**src/rtl/hazard_pkg.sv**
```systemverilog
// ============================================================================
// Module : hazard_pkg
// Brief  : Shared types and codes for the hazard / stall controller and the
//          forwarding unit.
// Rev    : 1.0 - initial release
// ============================================================================
`default_nettype none

package hazard_pkg;

  // Stall controller state: normal issue or data-memory freeze in progress
  typedef enum logic {
    RUN      = 1'b0,
    MEM_WAIT = 1'b1
  } stall_state_t;

  // Forward-select codes shared with the forwarding unit
  localparam logic [1:0] FWD_NONE = 2'b00;
  localparam logic [1:0] FWD_WB   = 2'b01;
  localparam logic [1:0] FWD_MEM  = 2'b10;

  // True when a producer rd feeds a source operand that is actually read.
  // x0 is hard-wired to zero, so it never creates a dependence.
  function automatic logic reg_dep(input logic [4:0] rd,
                                   input logic       uses,
                                   input logic [4:0] rs);
    return uses && (rd != 5'd0) && (rd == rs);
  endfunction

endpackage : hazard_pkg

`default_nettype wire

```
**src/rtl/sat_counter.sv**
```systemverilog
// ============================================================================
// Module : sat_counter
// Brief  : Up-counter that sticks at all-ones instead of wrapping.
// Rev    : 1.0 - initial release
// ============================================================================
`default_nettype none

module sat_counter #(
  parameter int WIDTH = 32
) (
  input  logic             clk,
  input  logic             rst,
  input  logic             inc,
  output logic [WIDTH-1:0] count
);

  logic [WIDTH-1:0] count_q;
  logic [WIDTH-1:0] count_d;

  // Next count: step by one unless already saturated
  always_comb begin
    count_d = count_q;
    if (inc && (count_q != {WIDTH{1'b1}})) begin
      count_d = count_q + {{(WIDTH-1){1'b0}}, 1'b1};
    end
  end

  // Count register with asynchronous clear
  always_ff @(posedge clk or posedge rst) begin
    if (rst) begin
      count_q <= '0;
    end else begin
      count_q <= count_d;
    end
  end

  assign count = count_q;

endmodule : sat_counter

`default_nettype wire

```
**src/rtl/hazard_stall_ctrl.sv**
```systemverilog
// ============================================================================
// Module : hazard_stall_ctrl
// Brief  : Pipeline hazard controller. Produces stall / bubble / flush
//          controls for load-use dependences, taken-branch redirects and
//          data-memory wait states, with a freeze watchdog and saturating
//          performance counters.
// Rev    : 1.0 - initial release
// ============================================================================
`default_nettype none

module hazard_stall_ctrl
  import hazard_pkg::*;
#(
  parameter int CNT_W          = 32,
  parameter int TIMEOUT_CYCLES = 1024
) (
  input  logic             clk,
  input  logic             rst,
  input  logic [4:0]       if_id_rs1_addr,
  input  logic [4:0]       if_id_rs2_addr,
  input  logic             if_id_uses_rs1,
  input  logic             if_id_uses_rs2,
  input  logic [4:0]       id_ex_rd_addr,
  input  logic             id_ex_memread,
  input  logic             ex_branch_taken,
  input  logic             ex_mem_memaccess,
  input  logic             dmem_ready,
  output logic             pc_stall,
  output logic             if_id_stall,
  output logic             id_ex_stall,
  output logic             ex_mem_stall,
  output logic             id_ex_bubble,
  output logic             mem_wb_bubble,
  output logic             if_id_flush,
  output logic             id_ex_flush,
  output logic             mem_timeout,
  output logic [CNT_W-1:0] stall_cnt,
  output logic [CNT_W-1:0] freeze_cnt,
  output logic [CNT_W-1:0] flush_cnt
);

  // Wide enough to hold TIMEOUT_CYCLES so the threshold is always reachable
  localparam int          WAIT_W    = $clog2(TIMEOUT_CYCLES + 1);
  localparam logic [WAIT_W-1:0] WAIT_MAX  = {WAIT_W{1'b1}};
  localparam logic [WAIT_W-1:0] WAIT_LAST = WAIT_W'(TIMEOUT_CYCLES - 1);

  stall_state_t      state_q,   state_d;
  logic [WAIT_W-1:0] wait_q,    wait_d;
  logic              timeout_q, timeout_d;

  logic freeze;
  logic load_use;
  logic act_freeze;
  logic act_flush;
  logic act_load_use;

  // Hazard detection. The action selection is strictly prioritised so that
  // exactly one action (or none) is taken each cycle; everything is masked
  // while reset is held so the pipeline sees quiet controls immediately.
  always_comb begin
    freeze   = ex_mem_memaccess && !dmem_ready;
    load_use = id_ex_memread &&
               (reg_dep(id_ex_rd_addr, if_id_uses_rs1, if_id_rs1_addr) ||
                reg_dep(id_ex_rd_addr, if_id_uses_rs2, if_id_rs2_addr));

    act_freeze   = !rst && freeze;
    // A branch resolved in a frozen EX stays there, so its flush is simply
    // deferred to the release cycle.
    act_flush    = !rst && !freeze && ex_branch_taken;
    // The ID instruction behind a taken branch is on the wrong path, so its
    // load-use dependence does not matter.
    act_load_use = !rst && !freeze && !ex_branch_taken && load_use;
  end

  // Map the selected action onto the individual pipeline controls
  always_comb begin
    pc_stall      = act_freeze || act_load_use;
    if_id_stall   = act_freeze || act_load_use;
    id_ex_stall   = act_freeze;
    ex_mem_stall  = act_freeze;
    id_ex_bubble  = act_load_use;
    mem_wb_bubble = act_freeze;
    if_id_flush   = act_flush;
    id_ex_flush   = act_flush;
  end

  // Freeze tracking and watchdog next-state
  always_comb begin
    state_d   = state_q;
    wait_d    = wait_q;
    timeout_d = timeout_q;
    if (freeze) begin
      state_d = MEM_WAIT;
      if (wait_q != WAIT_MAX) begin
        wait_d = wait_q + {{(WAIT_W-1){1'b0}}, 1'b1};
      end
      // The access is never aborted; the flag only reports the long wait
      if (wait_q >= WAIT_LAST) begin
        timeout_d = 1'b1;
      end
    end else begin
      state_d = RUN;
      if (state_q == MEM_WAIT) begin
        wait_d = '0;
      end
    end
  end

  // State, wait counter and sticky timeout registers
  always_ff @(posedge clk or posedge rst) begin
    if (rst) begin
      state_q   <= RUN;
      wait_q    <= '0;
      timeout_q <= 1'b0;
    end else begin
      state_q   <= state_d;
      wait_q    <= wait_d;
      timeout_q <= timeout_d;
    end
  end

  assign mem_timeout = timeout_q;

  sat_counter #(.WIDTH(CNT_W)) u_stall_cnt (
    .clk   (clk),
    .rst   (rst),
    .inc   (act_load_use),
    .count (stall_cnt)
  );

  sat_counter #(.WIDTH(CNT_W)) u_freeze_cnt (
    .clk   (clk),
    .rst   (rst),
    .inc   (act_freeze),
    .count (freeze_cnt)
  );

  sat_counter #(.WIDTH(CNT_W)) u_flush_cnt (
    .clk   (clk),
    .rst   (rst),
    .inc   (act_flush),
    .count (flush_cnt)
  );

endmodule : hazard_stall_ctrl

`default_nettype wire

```
**config.mk**
```make
export PLATFORM = sky130hd
export DESIGN_NAME = hazard_stall_ctrl
export DESIGN_NICKNAME = d
export VERILOG_FILES = /design/src/rtl/hazard_pkg.sv /design/src/rtl/sat_counter.sv /design/src/rtl/hazard_stall_ctrl.sv
export SDC_FILE = /design/constraint.sdc
export NUM_CORES = 1
export LEC_CHECK = 0
export BUFFER_PORTS_ARGS = -buffer_cell sky130_fd_sc_hd__buf_4
export CORE_UTILIZATION = 49
export CTS_CLUSTER_DIAMETER = 120
export CTS_CLUSTER_SIZE = 40
export DETAILED_ROUTE_END_ITERATION = 12
export GPL_ROUTABILITY_DRIVEN = 0
export GPL_TIMING_DRIVEN = 1
export PLACE_DENSITY = 0.73
export SLEW_MARGIN = 40
export SYNTH_ARGS = -nofsm -noshare
export SYNTH_HDL_FRONTEND = slang
export SYNTH_SLANG_ARGS = --single-unit
```
**constraint.sdc**
```tcl
create_clock -name clk -period 9.89 [get_ports clk]
set_input_delay 1.978 -clock clk [delete_from_list [all_inputs] [get_ports clk]]
set_output_delay 1.978 -clock clk [all_outputs]
set_load 0.1 [all_outputs]
```
---- Word-level counts from Yosys, hierarchy flattened ----
Cells that the tools add are included.
operators by class
  reductions and logical operators ........ 24
  add/subtract/negate cells ............... 4
  magnitude comparators ................... 1
  eq/ne operators ......................... 7
  multiplexer cells ....................... 4
operators by type and width
  kind                                                                 count
  adder 32 x 1 -> 32 bit, second input constant                        3
  != test 32 bit, second input constant                                3
  2-to-1 mux 11 bit                                                    3
  logical AND 1 bit                                                    14
  adder 11 x 1 -> 11 bit, second input constant                        1
  greater-or-equal comparator 11 x 10 -> 1 bit, second input constant  1
  != test 11 bit, second input constant                                1
  == test 5 bit                                                        2
  nonzero test 5 bit                                                   1
  zero test 1 bit                                                      4
  AND reduction 2 bit                                                  2
  logical OR 1 bit                                                     2
  != test 2 x 1 -> 1 bit, second input constant                        1
  nonzero test 2 bit                                                   1
  2-to-1 mux 1 bit                                                     1
word-level totals
  output and inout port bits .............. 105
  logic and storage cells ................. 46
  flip-flop bits (word level) ............. 109

---- Longest topological paths before layout ----
  depth in word-level cells ............... 7
  mapped depth ............................ 10
  mapped depth without buffers ............ 9

---- Hierarchy ----
From an unflattened synthesis, not the netlist that was laid out.
unflattened totals
  cell total of the unflattened synthesis .. 516
  area, all modules ....................... 5622.9 µm²
by module, submodules not included
  module             times used  area an instance (µm²)  cells each
  sat_counter        3           1561.5                  139
  hazard_stall_ctrl  1           938.4                   99

---- Least setup slack after synthesis ----
No wires, ideal clock.
  kind .................................... input -> output
  start point ............................. input port dmem_ready
  end point ............................... output port pc_stall
  slack ................................... 2.917 ns
  stages on the path ...................... 4
  arrival time ............................ 4.995 ns
  cells stage by stage .................... nand2b_1 buf_4 o21ai_0 buf_4
on the way
  longest elaborated chain between the ends .. 7
RTL lines
  element                          RTL line                 RTL
  start, declared                  hazard_stall_ctrl.sv:27  input logic dmem_ready,
  zero test 1 bit (*)              hazard_stall_ctrl.sv:61  freeze = ex_mem_memaccess && !dmem_ready;
  logical AND 1 bit (*)            hazard_stall_ctrl.sv:61
  zero test 1 bit                  hazard_stall_ctrl.sv:72  act_load_use = !rst && !freeze && !ex_branch_taken && load_use;
  logical AND 1 bit (3 in series)  hazard_stall_ctrl.sv:72
  logical OR 1 bit (*)             -
  end, declared                    hazard_stall_ctrl.sv:28  output logic pc_stall,
Mark *: on every way between the ends. The rest lies on a longest branch, timed or not.

---- Worst setup path in the final report ----
  start point ............................. input port dmem_ready
  end point ............................... output port if_id_stall
on the way
  longest elaborated chain between the ends .. 7
RTL lines
  element                          RTL line                 RTL
  zero test 1 bit (*)              hazard_stall_ctrl.sv:61
  logical AND 1 bit (*)            hazard_stall_ctrl.sv:61
  named net freeze                 hazard_stall_ctrl.sv:51  logic freeze;
  zero test 1 bit                  hazard_stall_ctrl.sv:72
  logical AND 1 bit (3 in series)  hazard_stall_ctrl.sv:72
  logical OR 1 bit (*)             hazard_stall_ctrl.sv:78  if_id_stall = act_freeze || act_load_use;
  end, declared                    hazard_stall_ctrl.sv:29  output logic if_id_stall,
The timed path passes the listed nets; every way through them passes the cells marked *.

==> run_results.csv <==
group,metric,value,unit
worst_setup_path,cp-start-kind,"primary input",
logic_synthesis,ys_seq_area_share,50.6,%
logic_synthesis,ys_ff_latch,109,
grt,grt.overflow.total,0,
grt,grt_usage,22.7,%
placement,dpl_cell_area,6450,um^2
pwr,p_leak,3.28,nW
finish,num_antenna_cells,0,
sta,rsz0062_at_grt,"false",
grt,antenna_found_initial,0,
worst_setup_path,cp_common_cell,"buf_4",
die,coreArea,10500,um^2
sta,tns,0,ns
worst_setup_path,critical-path-slowest-cell,"buf_4",
sta,tightest_slew,0.681,ns
clocking,cts_tree,"built",
clocking,clkTransAtPathRegs,0.10,ns
clocking,clk_path_buf_depth,2,
clocking,cts_root_buf,"clkbuf_8",
die,dieArea,11400,um^2
die,die_h,107,um
die,ioPinCount,128,
worst_setup_path,cp_max_fo,13,
clocking,cts_resized,0,
die,num_rows,37,
grt,grt_max_degree,86,
clocking,numCtsBuffers,9,
clocking,ctsHtreeMaxLevel,3,
pwr,peakVddDrop,0.129,mV
sta,clock.fmax,0.169,GHz
finish,final_cell_mix,"buf_4 (127), dfrtp_1 (109), xnor2_1 (58), nand2_1 (50), xor2_1 (49)",
worst_setup_path,crit_required,7.91,ns
placement,hpwl,8980,um
grt,grt_pass1_wl,20600,um
clocking,cts_sinks,109,
finish,area_growth,24.7,%
die,die_x,107,um
finish,final_area,6720,um^2
logic_synthesis,synthArstFlopShare,100,%
route,avgViaCountPerCell,5.46,
min_path,hold_class,"flip-flop to flip-flop",
route,ant_nets,0,
sta,slew_viol_final,0,
logic_synthesis,synth_cells,519,
grt,grt_pass1_vias,4122,
worst_setup_path,crit_chain,"buf_4, nand2b_1, inv_1, nor2_1, o2111a_1, nand2_1, o21ai_0, buf_4",
clocking,holdBufCountCts,0,
logic_synthesis,syn_area_per_cell,10.4,um^2
logic_synthesis,synth-warning-count,0,
route,drc_errors,0,
finish,drive_gt1_share,25.2,%
logic_synthesis,synthFlopType,"dfrtp_1",
clocking,post-cts-setup-buffers,0,
route,avgRoutedWirePerCell,15.6,um
sta,post-route-min-period,5.90,ns
sta,period_share,59.7,%
finish,mostFrequentLayoutCell,"buf_4",
route,drt-pass1-iter-count,5,
die,start_util,51.3,%
logic_synthesis,synthDistinctLibCells,47,
status,status,"completed",
route,drtIter0Drc,172,
finish,nets,673,
sta,hold_viol,0,
worst_setup_path,crit_type,"primary input to output port",
logic_synthesis,syn_area,5390,um^2
sta,slew_headroom,54.6,%
worst_setup_path,crit_path_max_incr_delay,0.36,ns
logic_synthesis,synth-edff-count,0,
sta,clock-skew-final,0.0124,ns
run,maxCapViolCount,0,
route,routed_wl,12300,um
worst_setup_path,worstPathArrival,3.93,ns
sta,setup_viol,0,
pwr,p_per_area,169,nW/um^2
route,dr_total_vias,4296,
placement,io_buffers,127,
worst_setup_path,setup.worst_path.end_class,"output port",
logic_synthesis,synthesis.nets,546,
clocking,clock_latency,0.38,ns
kinds of logic after synthesis:
logic type / count (synthesis) / share of synthesized area, %
muxes: 5 / 1.04
and+or+nand+nor: 250 / 25.2
adders and majority gates: 4 / 0.929
DFF: 109 / 50.6
AOI/OAI and AO/OA: 18 / 2.51
buffers and inverters: 26 / 2.34
xor gates and xnor gates: 107 / 17.4
registers in the layout, summed over array words and instances (netlist names):
name,flops
wait_q,11
state_q,1
u_freeze_cnt.count,32
u_flush_cnt.count,32
u_stall_cnt.count,32
mem_timeout,1
final timing paths:
path,start,end,slack (ns),cells past startpoint
worst max-delay path,dmem_ready,if_id_stall,3.99,8
worst min-delay path,u_freeze_cnt.count[28]$_DFFE_PP0P_,u_freeze_cnt.count[28]$_DFFE_PP0P_,0.50,1
worst max register to register,u_stall_cnt.count[0]$_DFFE_PP0P_,u_stall_cnt.count[1]$_DFFE_PP0P_,7.40,6
worst min register to register,u_freeze_cnt.count[28]$_DFFE_PP0P_,u_freeze_cnt.count[28]$_DFFE_PP0P_,0.50,1
max in group asynchronous,rst,u_stall_cnt.count[1]$_DFFE_PP0P_,7.27,3
min in group asynchronous,rst,u_stall_cnt.count[23]$_DFFE_PP0P_,1.60,2
routing by layer:
| layer | vias to the layer above | wire [um] | GRT usage (%) |
|---|---|---|---|
| li1 | 2079 | - | - |
| met1 | 2105 | 5600 | 30.9 |
| met2 | 93 | 5830 | 35.6 |
| met3 | 19 | 597 | 5.05 |
| met4 | 0 | 246 | 8.51 |
| met5 | - | 0 | 0 |
critical path, delay by kind of cell:
family          cells  cell delay (ns)
buf+inv             3             0.62
compound gates      2             0.51
simple gates        3             0.80
cells in the mapped netlist, types with 2 or more instances:
library cell | instances | share of area (%)
a21oi_1 | 2 | 0.19
a31oi_1 | 2 | 0.23
and2_1 | 5 | 0.58
and3_1 | 13 | 1.5
and4_1 | 11 | 1.8
buf_2 | 2 | 0.19
buf_4 | 5 | 0.70
clkbuf_1 | 3 | 0.21
dfrtp_1 | 109 | 51
ha_1 | 4 | 0.93
inv_1 | 14 | 0.98
mux2_2 | 5 | 1.0
nand2_1 | 50 | 3.5
nand2b_1 | 2 | 0.23
nand3_1 | 41 | 3.8
nand3_2 | 2 | 0.37
nand4_1 | 35 | 4.1
nand4_2 | 2 | 0.46
nor2_1 | 37 | 2.6
nor3_1 | 21 | 2.0
nor3_2 | 3 | 0.56
nor4_1 | 16 | 1.9
o21ai_0 | 3 | 0.28
or3_1 | 2 | 0.23
or4_1 | 3 | 0.42
xnor2_1 | 58 | 9.4
xor2_1 | 49 | 8.0
report_power, final:
group / switching [W] / leakage (nW) / internal (W) / total, W
sequential: 0.0000359 / 1.46 / 0.000470 / 0.000506
combinational: 0.000222 / 1.69 / 0.0000623 / 0.000284
clock: 0.000154 / 0.129 / 0.000193 / 0.000347
final cells by class:
cell class	count	area [um^2]
Fill cell	860	3790
Sequential cell	109	2730
Multi-Input combinational cell	384	2540
Timing Repair Buffer	128	967
Tap cell	136	170
Clock inverter	7	138
Clock buffer	9	124
Inverter	14	55.1
per-stage QoR:
stage                     setup WS (ns)  util [%]  total power [W]  hold WS [ns]  cells
after floorplan                    2.92         -         0.000728         0.497    519
after global placement             4.07      61.4         0.000795         0.467    771
after detailed placement           4.00      61.4         0.000800         0.475    771
after CTS                          3.99      63.9          0.00114         0.494    787
after global routing               3.82      64.0          0.00118         0.510    787
final                              3.99      64.0          0.00114         0.495    787
Power figures use the tool's default switching activity.
